==> src/rtl/video_pattern_gen.sv <==
// rtl/video_pattern_gen.sv - raster timing generator with selectable test patterns
module video_pattern_gen #(
    parameter int H_ACTIVE = 640,
    parameter int H_FRONT  = 16,
    parameter int H_SYNC   = 96,
    parameter int H_BACK   = 48,
    parameter int V_ACTIVE = 480,
    parameter int V_FRONT  = 10,
    parameter int V_SYNC   = 2,
    parameter int V_BACK   = 33
) (
    input  logic        iClk,
    input  logic        iRst,
    input  logic        iEnable,
    input  logic [2:0]  iPattern,
    input  logic [23:0] iColor,
    output logic [7:0]  oR,
    output logic [7:0]  oG,
    output logic [7:0]  oB,
    output logic        oHSync,
    output logic        oVSync,
    output logic        oLineValid,
    output logic        oFrameValid,
    output logic [15:0] oFrameCnt,
    output logic        oBusy
);

    localparam int H_TOTAL = H_ACTIVE + H_FRONT + H_SYNC + H_BACK;
    localparam int V_TOTAL = V_ACTIVE + V_FRONT + V_SYNC + V_BACK;
    // Narrow rasters still get a usable bar width instead of zero.
    localparam int BAR_W   = (H_ACTIVE >= 8) ? (H_ACTIVE / 8) : 1;

    localparam logic [15:0] H_LAST    = 16'(H_TOTAL - 1);
    localparam logic [15:0] V_LAST    = 16'(V_TOTAL - 1);
    localparam logic [15:0] H_ACT_END = 16'(H_ACTIVE);
    localparam logic [15:0] V_ACT_END = 16'(V_ACTIVE);
    localparam logic [15:0] HS_BEGIN  = 16'(H_ACTIVE + H_FRONT);
    localparam logic [15:0] HS_END    = 16'(H_ACTIVE + H_FRONT + H_SYNC);
    localparam logic [15:0] VS_BEGIN  = 16'(V_ACTIVE + V_FRONT);
    localparam logic [15:0] VS_END    = 16'(V_ACTIVE + V_FRONT + V_SYNC);
    localparam logic [15:0] BAR_LAST  = 16'(BAR_W - 1);

    typedef enum logic [1:0] {
        IDLE  = 2'd0,
        RUN   = 2'd1,
        DRAIN = 2'd2
    } stateT;

    stateT       state;
    stateT       nextState;
    logic [15:0] hCnt;
    logic [15:0] vCnt;
    logic [15:0] barPos;
    logic [2:0]  barIdx;
    logic [2:0]  patLatch;
    logic [23:0] colorLatch;

    logic        lastPixel;
    logic        frameStart;
    logic [2:0]  curPattern;
    logic [23:0] curColor;
    logic        inActive;
    logic        inFrame;
    logic        hsLow;
    logic        vsLow;
    logic [7:0]  diag;
    logic [23:0] barColor;
    logic [23:0] pixel;

    // Region decode from the counters; at frame start the live pattern inputs are used so pixel (0,0) already reflects the new latch
    always_comb begin
        lastPixel  = (hCnt == H_LAST) && (vCnt == V_LAST);
        frameStart = (state == RUN) && (hCnt == 16'd0) && (vCnt == 16'd0);
        curPattern = frameStart ? iPattern : patLatch;
        curColor   = frameStart ? iColor : colorLatch;
        inActive   = (hCnt < H_ACT_END) && (vCnt < V_ACT_END);
        inFrame    = (vCnt < V_ACT_END);
        hsLow      = (hCnt >= HS_BEGIN) && (hCnt < HS_END);
        vsLow      = (vCnt >= VS_BEGIN) && (vCnt < VS_END);
        diag       = hCnt[7:0] + vCnt[7:0] + oFrameCnt[7:0];
    end

    // Next-state: a stop request only takes effect once the current frame's last pixel has gone out
    always_comb begin
        nextState = state;
        case (state)
            IDLE: begin
                if (iEnable) begin
                    nextState = RUN;
                end
            end
            RUN: begin
                if (!iEnable) begin
                    nextState = lastPixel ? IDLE : DRAIN;
                end
            end
            DRAIN: begin
                if (iEnable) begin
                    nextState = RUN;
                end else if (lastPixel) begin
                    nextState = IDLE;
                end
            end
            default: nextState = IDLE;
        endcase
    end

    // Colour-bar lookup, left to right
    always_comb begin
        barColor = 24'h000000;
        case (barIdx)
            3'd0: barColor = 24'hFFFFFF;
            3'd1: barColor = 24'hFFFF00;
            3'd2: barColor = 24'h00FFFF;
            3'd3: barColor = 24'h00FF00;
            3'd4: barColor = 24'hFF00FF;
            3'd5: barColor = 24'hFF0000;
            3'd6: barColor = 24'h0000FF;
            default: barColor = 24'h000000;
        endcase
    end

    // Pixel content for the current counter position; black outside the active window
    always_comb begin
        pixel = 24'h000000;
        if (inActive) begin
            case (curPattern)
                3'd0: pixel = curColor;
                3'd1: pixel = barColor;
                3'd2: pixel = {hCnt[7:0], hCnt[7:0], hCnt[7:0]};
                3'd3: pixel = (hCnt[4] ^ vCnt[4]) ? 24'hFFFFFF : 24'h000000;
                3'd4: pixel = {diag, diag, diag};
                default: pixel = 24'h000000;
            endcase
        end
    end

    // Control FSM with raster counters; counters sit at zero while idle
    always_ff @(posedge iClk) begin
        if (iRst) begin
            state <= IDLE;
            hCnt  <= 16'd0;
            vCnt  <= 16'd0;
            oBusy <= 1'b0;
        end else begin
            state <= nextState;
            oBusy <= (nextState != IDLE);
            if (state == IDLE) begin
                hCnt <= 16'd0;
                vCnt <= 16'd0;
            end else if (hCnt == H_LAST) begin
                hCnt <= 16'd0;
                vCnt <= (vCnt == V_LAST) ? 16'd0 : vCnt + 16'd1;
            end else begin
                hCnt <= hCnt + 16'd1;
            end
        end
    end

    // Bar index tracks hCnt with a per-bar pixel counter; index saturates so the last bar absorbs the remainder
    always_ff @(posedge iClk) begin
        if (iRst || (state == IDLE) || (hCnt == H_LAST)) begin
            barIdx <= 3'd0;
            barPos <= 16'd0;
        end else if (barPos == BAR_LAST) begin
            if (barIdx != 3'd7) begin
                barIdx <= barIdx + 3'd1;
                barPos <= 16'd0;
            end
        end else begin
            barPos <= barPos + 16'd1;
        end
    end

    // Pattern select and solid colour are frozen for the whole frame at its first pixel
    always_ff @(posedge iClk) begin
        if (iRst) begin
            patLatch   <= 3'd0;
            colorLatch <= 24'h000000;
        end else if (frameStart) begin
            patLatch   <= iPattern;
            colorLatch <= iColor;
        end
    end

    // Registered video outputs; idle presents blank video with inactive syncs
    always_ff @(posedge iClk) begin
        if (iRst || (state == IDLE)) begin
            oR          <= 8'd0;
            oG          <= 8'd0;
            oB          <= 8'd0;
            oHSync      <= 1'b1;
            oVSync      <= 1'b1;
            oLineValid  <= 1'b0;
            oFrameValid <= 1'b0;
        end else begin
            {oR, oG, oB} <= pixel;
            oHSync       <= !hsLow;
            oVSync       <= !vsLow;
            oLineValid   <= inActive;
            oFrameValid  <= inFrame;
        end
    end

    // Completed-frame counter, bumped as the counters leave the last pixel
    always_ff @(posedge iClk) begin
        if (iRst) begin
            oFrameCnt <= 16'd0;
        end else if ((state != IDLE) && lastPixel) begin
            oFrameCnt <= oFrameCnt + 16'd1;
        end
    end

endmodule

==> config.mk <==
export PLATFORM = sky130hd
export DESIGN_NAME = video_pattern_gen
export DESIGN_NICKNAME = d
export VERILOG_FILES = /design/src/rtl/video_pattern_gen.sv
export SDC_FILE = /design/constraint.sdc
export NUM_CORES = 1
export LEC_CHECK = 0
export CAP_MARGIN = 20
export CORE_MARGIN = 4
export CORE_UTILIZATION = 58
export CTS_BUF_LIST = sky130_fd_sc_hd__clkbuf_8
export DETAILED_ROUTE_END_ITERATION = 7
export GPL_ROUTABILITY_DRIVEN = 0
export PLACE_DENSITY = 0.8
export SYNTH_ARGS = -nofsm -noshare
export SYNTH_HDL_FRONTEND = slang
export SYNTH_SLANG_ARGS = --single-unit
==> constraint.sdc <==
create_clock -name iClk -period 3.3 [get_ports iClk]
set_input_delay 0.66 -clock iClk [delete_from_list [all_inputs] [get_ports iClk]]
set_output_delay 0.66 -clock iClk [all_outputs]
set_load 0.01 [all_outputs]
# Yosys cells after proc, flatten, opt, wreduce, memory -nomap -nowiden
# Index checks and enable logic that the tools add are counted.
# word_totals
register_bits,125
input_bits,30
output_inout_bits,45
word_cells,84
# classes
addsub,7
n_lt_le_gt_ge,6
n_eq_ne,17
muxes,14
bitwise_logic,2
n_reduce_logical,22
# op_table
op,n
$pmux 24 s7,1
$pmux 24 s5,1
$add 16x1->16 const B,4
$mux 16,3
$mux 24,2
$eq 16x10->1 const B,2
$logic_not 16->1,2
$lt 16x10->1 const B,2
$lt 16x9->1 const B,2
$add 8x8->8,2
$eq 16x7->1 const B,1
$ge 16x10->1 const B,1
$ge 16x9->1 const B,1
$eq 3x2->1 const B,4
$eq 3x3->1 const B,4
$mux 2,5
$logic_and 1x1->1,7
$eq 3x1->1 const B,2
$logic_not 3->1,2
$pmux 2 s3,1
$reduce_bool 2->1,2
$reduce_or 2->1,2
$add 3x1->3 const B,1
$mux 3,1
11 further kinds,13

# Longest topological paths before layout
# depth
word_depth,6
mapped_depth,12
depth_no_buf,12

# Least setup slack after synthesis
# No wires, ideal clock.
# synth_path
kind,register -> register
startpoint,register vCnt[15]
endpoint,register oR[0]
setup_time_ns,0.140
arrival_time_ns,2.586
path_slack_ns,0.574
path_stages_with_launch,7
period_less_slack_ns,2.726
cell_sequence,dfxtp_1 or4_4 or4_4 nor3_1 mux2_2 a22oi_1 a41oi_1
# synth_via
elab_chain_len,5
# synth_lines
element,line_no,rtl
"start, declared",52,logic [15:0] vCnt;
"start signal, assigned",153,vCnt <= (vCnt == V_LAST) ? 16'd0 : vCnt + 16'd1;
"parallel branches: the longest is 5 deep, another holds $lt 16x9->1",n/a,
"end signal, assigned",197,"{oR, oG, oB} <= pixel;"
"end, declared",17,"output logic [7:0] oR,"
# Parallel ways; which one is timed is not known.
# A chain may end at the register's enable or synchronous reset.

# Final worst setup path
# layout_path
startpoint,register hCnt[1]
endpoint,register oG[7]
# layout_via
elab_chain_len,6
# layout_lines
element,line_no,rtl
"start, declared",51,logic [15:0] hCnt;
"start signal, assigned",155,hCnt <= hCnt + 16'd1;
"parallel branches: the longest is 6 deep, another holds $add 8x8->8",n/a,
"end signal, assigned",197,
"end, declared",18,"output logic [7:0] oG,"
# Parallel ways; which one is timed is not known.

==> results_dict.tcl <==
set metrics [dict create \
    run_status "finished clean" \
    power.density_cell_area_mw_per_mm2 449 \
    sequential_cell_area_in_the_final_layout_mm2 0.00250 \
    overflow_left_after_global_routing 0 \
    antenna_violation_net_count_after_detailed_routing 0 \
    synth_ff_type "dfxtp_1" \
    grtUsageMet3_pct 6.14 \
    fp.dieArea_mm2 0.0122 \
    synth_enable_flop_cells 0 \
    share_comb_of_total_power_pct 6.8 \
    switchingPower_w 0.000769 \
    die_x_um 110 \
    grt_util_met2_pct 43.9 \
    floorplan.die.height_um 110 \
    totalPowerFinal_w 0.00335 \
    cell_internal_pwr_w 0.00259 \
    period_share_pct 93.0 \
    drtPass1Iterations 5 \
    fp-row-count 37 \
    grt_pass1_wl_mm 26.6 \
    power_switching_share_pct 22.9 \
    tritoncts "built" \
    multi_input_comb_area_mm2 0.00338 \
    grt_start_max_net_pins 53 \
    htree_levels 4 \
    cts_inserted_buffers 17 \
    timing.critical_path.to_type "flip-flop" \
    arrival_ps 3390 \
    drive_above_1_share_pct 8.03 \
    worst-slew-pin-transition_ps 577 \
    rsz0062_at_grt "no" \
    setup_slack_of_the_worst_register_to_register_path_ps 230 \
    finalWorstPathRequiredPeriod_ps 3070 \
    totalWireLength_mm 15.7 \
    synth.most_common_cell "dfxtp_1" \
    wl_per_cell_um 16.7 \
    postSynthCellCount 721 \
    final_max_slew_viol_count 0 \
    detailed_place_hpwl_mm 10.8 \
    numClockSinks 125 \
    dp.cells 913 \
    areaGrowthSynthToFinish_pct 22.5 \
    synth_top_area_share_pct 41.1 \
    netlist_top_cells_count "125 x dfxtp_1, 90 x nand2_1, 70 x nand3_1, 70 x nor2_1, 48 x a21oi_1" \
    relative_slew_slack_pct 61.2 \
    worst_setup_hold_path_clk_slew_ps 80 \
    netlist_top_cells_area "dfxtp_1 41%, nand3_1 5.7%, nand2_1 5.5%" \
    power.leakage_nw 2.56 \
    drc 0 \
    fp.coreArea_mm2 0.0103 \
    clock_tree.root_cell "clkbuf_8" \
    ys_ff_latch 125 \
    final.setup_skew_ps 12.5 \
    grt_pass1_vias 5446 \
    layer_with_the_highest_usage_after_global_routing "met2" \
    postLayoutCoreUtil_pct 72.7 \
    finalSetupTns_ps 0 \
    vias 5639 \
    filler_cell_count 803 \
    max_freq_ghz 0.326 \
    timing.max_cap.violations 0 \
    netlist-cell-type-count 53 \
    category_of_the_critical_setup_timing_path "flip-flop to flip-flop" \
    pwr-share-seq_pct 46.4 \
    synth.avg_cell_area_um2 8.45 \
    final_cell_count_no_fill 945 \
    grt_antenna_before_repair 0 \
    initialDrtViolationCount 362 \
    hold_viol 0 \
    setup_slack_ps 232 \
    timing.critical_path.fanout_max 5 \
    vias_per_cell 5.97 \
    globalRouteMet1Util_pct 32.8 \
    synth_nets 777 \
    critical_path_required_ps 3620 \
    final-setup-viol-count 0 \
    placement.setup.worst_slack_ps 195 \
    synth_seq_area_share_pct 41.1 \
    antennaDiodeCount 0 \
    kind_of_path_behind_the_tightest_hold_check "flip-flop to flip-flop" \
    synth_warnings 0 \
    syn_area_mm2 0.00609 \
    initial_core_util_pct 59.3 \
    timing.critical_path.from_type "flip-flop" \
    synth_async_sr_flop_share_pct 0 \
    clk-insertion-delay-late_ps 460 \
    power.clock.fraction_pct 46.8 \
    global_route.usage.total_pct 26.3 \
    post-synth-top-area-cell "dfxtp_1" \
    clockBufferDepth 2 \
    nNetsFinal 852 \
    io_buffers 74 \
    floorplan.io_pins 75 \
    ir_drop_mv 0.266 \
]
## cell type report
type,instances,area share [%]
multi-input combinational,540,45.2
sequential,125,33.5
timing repair buffer,89,11.6
clock buffer,20,3.69
clock inverter,12,2.56
tap,136,2.28
inverter,23,1.16
## placed cells by master, fill, tap and decap left out, types with 5 or more instances in the layout
cell               n
dfxtp_1          125
nand2_1           90
clkdlybuf4s50_1   74
nor2_1            70
nand3_1           70
a21oi_1           48
xnor2_1           34
inv_1             24
a41oi_1           21
clkbuf_8          20
o21ai_0           19
xor2_1            19
ha_1              18
and3_1            16
nor4_1            14
nand4_1           14
or3_1             14
buf_4             14
nor3_1            10
nor4b_1            9
fa_1               8
a22oi_1            6
nand2b_1           5
bufinv_16          5
## per-stage QoR
step	instance area (µm²)	hold slack, ps
3_5_place_dp	7000	446
2_1_floorplan	6090	432
3_3_place_gp	7000	439
5_1_grt	7470	483
6_report	7470	456
4_1_cts	7460	456
## routing by layer
layer	wire [µm]	share of wire, %	up-vias
met1	6670	42	2680
met3	1060	6.7	36
met2	7660	49	216
li1	-	-	2707
met4	349	2.2	0
met5	0	0	-
## flip-flops by register name, summed over array words and instances (netlist names), 2 cells and up
signal      cells
barPos         16
patLatch        3
oFrameCnt      16
oB              8
oR              8
colorLatch     24
oG              8
state           2
vCnt           16
hCnt           16
barIdx          3
## cell families (layout without fill, tap and decap cells)
logic type / Yosys count / in the layout / share of synthesized area (%)
flip-flops: 125 / 125 / 41.1
AND/OR/NAND/NOR: 347 / 347 / 29.1
XOR/XNOR: 53 / 53 / 7.62
multiplexers: 3 / 3 / 0.513
adder cells (fa/ha/maj): 26 / 26 / 6.32
buffers and inverters: 56 / 144 / 3.90
AO/OA/AOI/OAI: 111 / 111 / 11.5
## critical path: stages (launching register included)
cell and delay [ps]:
dfxtp_1 440, inv_1 120, fa_1 470, inv_1 70
ha_1 170, inv_1 60, fa_1 370, nand2b_1 200
a21oi_1 230, o21ai_0 150, and3_1 190, o21ai_0 320
a31oi_1 130
## path summary, 6_finish.rpt
check,from,endpoint,cells past startpoint
setup / recovery,hCnt[1],oG[7],12
hold / removal,colorLatch[2],colorLatch[2],2
hold reg to reg,colorLatch[2],colorLatch[2],2
setup reg to reg,hCnt[1],oG[7],12
## power groups by stage
stage	logic [W]	registers [W]	clock network, W
2_1_floorplan	0.000123	0.00159	0
3_3_place_gp	0.000222	0.00159	0
3_5_place_dp	0.000225	0.00159	0
4_1_cts	0.000228	0.00155	0.00158
5_1_grt	0.000251	0.00156	0.00165
6_report	0.000229	0.00156	0.00157
## timing repair
| action | 4_1_cts | 5_1_grt |
|---|---|---|
| endpoints found under the setup margin | 0 | 6 |
| hold buffers | 0 | 0 |
| setup buffers | 0 | 0 |
| gates resized for setup | 0 | 1 |
(Power assumes the default switching activity.)
==> patch, RTL diff (same flow settings) <==
Make the reset (`iRst`) asynchronous in 3 clocked blocks.
--- a/src/rtl/video_pattern_gen.sv
+++ b/src/rtl/video_pattern_gen.sv
@@ -136,7 +136,7 @@
     end
 
     // Control FSM with raster counters; counters sit at zero while idle
-    always_ff @(posedge iClk) begin
+    always_ff @(posedge iClk or posedge iRst) begin
         if (iRst) begin
             state <= IDLE;
             hCnt  <= 16'd0;
@@ -173,7 +173,7 @@
     end
 
     // Pattern select and solid colour are frozen for the whole frame at its first pixel
-    always_ff @(posedge iClk) begin
+    always_ff @(posedge iClk or posedge iRst) begin
         if (iRst) begin
             patLatch   <= 3'd0;
             colorLatch <= 24'h000000;
@@ -203,7 +203,7 @@
     end
 
     // Completed-frame counter, bumped as the counters leave the last pixel
-    always_ff @(posedge iClk) begin
+    always_ff @(posedge iClk or posedge iRst) begin
         if (iRst) begin
             oFrameCnt <= 16'd0;
         end else if ((state != IDLE) && lastPixel) begin
Behaviour: differs if iRst is asserted again (counterexample within 4 cycles, from zero or initial values and one cycle with iRst high); with iRst held inactive, the same outputs for 10 cycles.
==> patch against the unedited design <==
Critical path depth unchanged; sequential cell count unchanged; synthesized area up 3.5%; setup slack better by 64 ps; routed wire length down 6.9%; sequential share of layout area up 4.6 points; design area up 1.7%; via count down 9.8%; largest cell class unchanged; highest routed layer unchanged.
Power is not compared: it rests on default switching activity, and its combinational part moved more than twofold at a synthesized area within 25%.
==> patch: results <==
set metrics [dict create \
    synth-xor-area-share_pct 8.47 \
    drc 0 \
    grt_pass1_vias 5231 \
    synth_compound_area_share_pct 10.2 \
    track_usage_pct 24.6 \
    async_reset_ff_share_pct 62.4 \
    slew_headroom_pct 46.2 \
    placed_area_um2 7160 \
    grt_max_degree 79 \
    dp_cells 816 \
    status "finished, final reports clean" \
    ys_types 58 \
    ys_top_cells_by_area "dfrtp_1 (31%), dfxtp_1 (15%), mux2_2 (5.0%)" \
    drive_gt1_share_pct 12.6 \
    clock_skew_ps 12.3 \
    drt_wl_total_mm 14.6 \
    fin_nets 756 \
    seq_area_frac_synth_pct 45.9 \
    yosys.area_share.adder_pct 6.11 \
    dp_slack_ps 292 \
    dp_hpwl_mm 10.2 \
    hold_class "reg2reg" \
    crit_slowest_cell "dfrtp_1" \
    syn_nets 680 \
    slowest_delay_ps 460 \
    grt_pass1_wl_mm 24.9 \
    ys.flop_type "dfrtp_1" \
    n_antenna_cell 0 \
    synth_mux_area_share_pct 5.79 \
    drtIter0Drc 312 \
    vias 5087 \
    wl_per_cell_um 17.3 \
    syn-instance-count 624 \
    path_max_fanout 6 \
    netlist_top_cells_count "dfrtp_1 (78), nor2_1 (72), a31oi_1 (48), dfxtp_1 (47), nand3_1 (33)" \
    cp.arrival_ps 3300 \
]
[patch: cell types whose count changed after synthesis, moves of 20 or more]
| cell | change |
|---|---|
| mux2_2 | +27 |
| a31oi_1 | +45 |
| nand2_1 | -66 |
| a41oi_1 | -20 |
| dfrtp_1 | +78 |
| nand3_1 | -37 |
| dfxtp_1 | -78 |
| a21oi_1 | -37 |
[patch: power by group through the flow]
stage | combinational (W) | clock (W) | sequential [W]
floorplan | 0.000641 | 0 | 0.00196
global placement | 0.000982 | 0 | 0.00196
detailed placement | 0.00102 | 0 | 0.00198
CTS | 0.00102 | 0.00139 | 0.00195
global route | 0.00112 | 0.00147 | 0.00198
finish | 0.00103 | 0.00137 | 0.00195
[patch: per-layer routing]
layer  vias to the layer above  track usage, %  share of wire [%]
li1                       2392               -                  -
met1                      2494            30.2                 43
met2                       162            39.7                 49
met3                        39            7.60                5.9
met4                         0            11.3                2.7
met5                         -               0                  0
[patch: worst paths after layout]
path | from | cells after the start | end | slack, ps
worst max-delay path | hCnt[1] | 12 | oR[7] | 300
worst min-delay path | oFrameCnt[15] | 1 | oFrameCnt[15] | 470
worst max register to register | hCnt[1] | 12 | oR[7] | 300
worst min register to register | oFrameCnt[15] | 1 | oFrameCnt[15] | 470
max in group asynchronous | iRst | 4 | colorLatch[9] | 2050
min in group asynchronous | iRst | 3 | hCnt[7] | 650
[patch: cell type report]
class                      instances  area (um^2)
multi-input combinational        449         3200
sequential                       125         2890
fill                             811         2870
timing repair buffer              84          836
clock buffer                      19          262
tap                              136          170
clock inverter                    13          148
inverter                          23         90.1
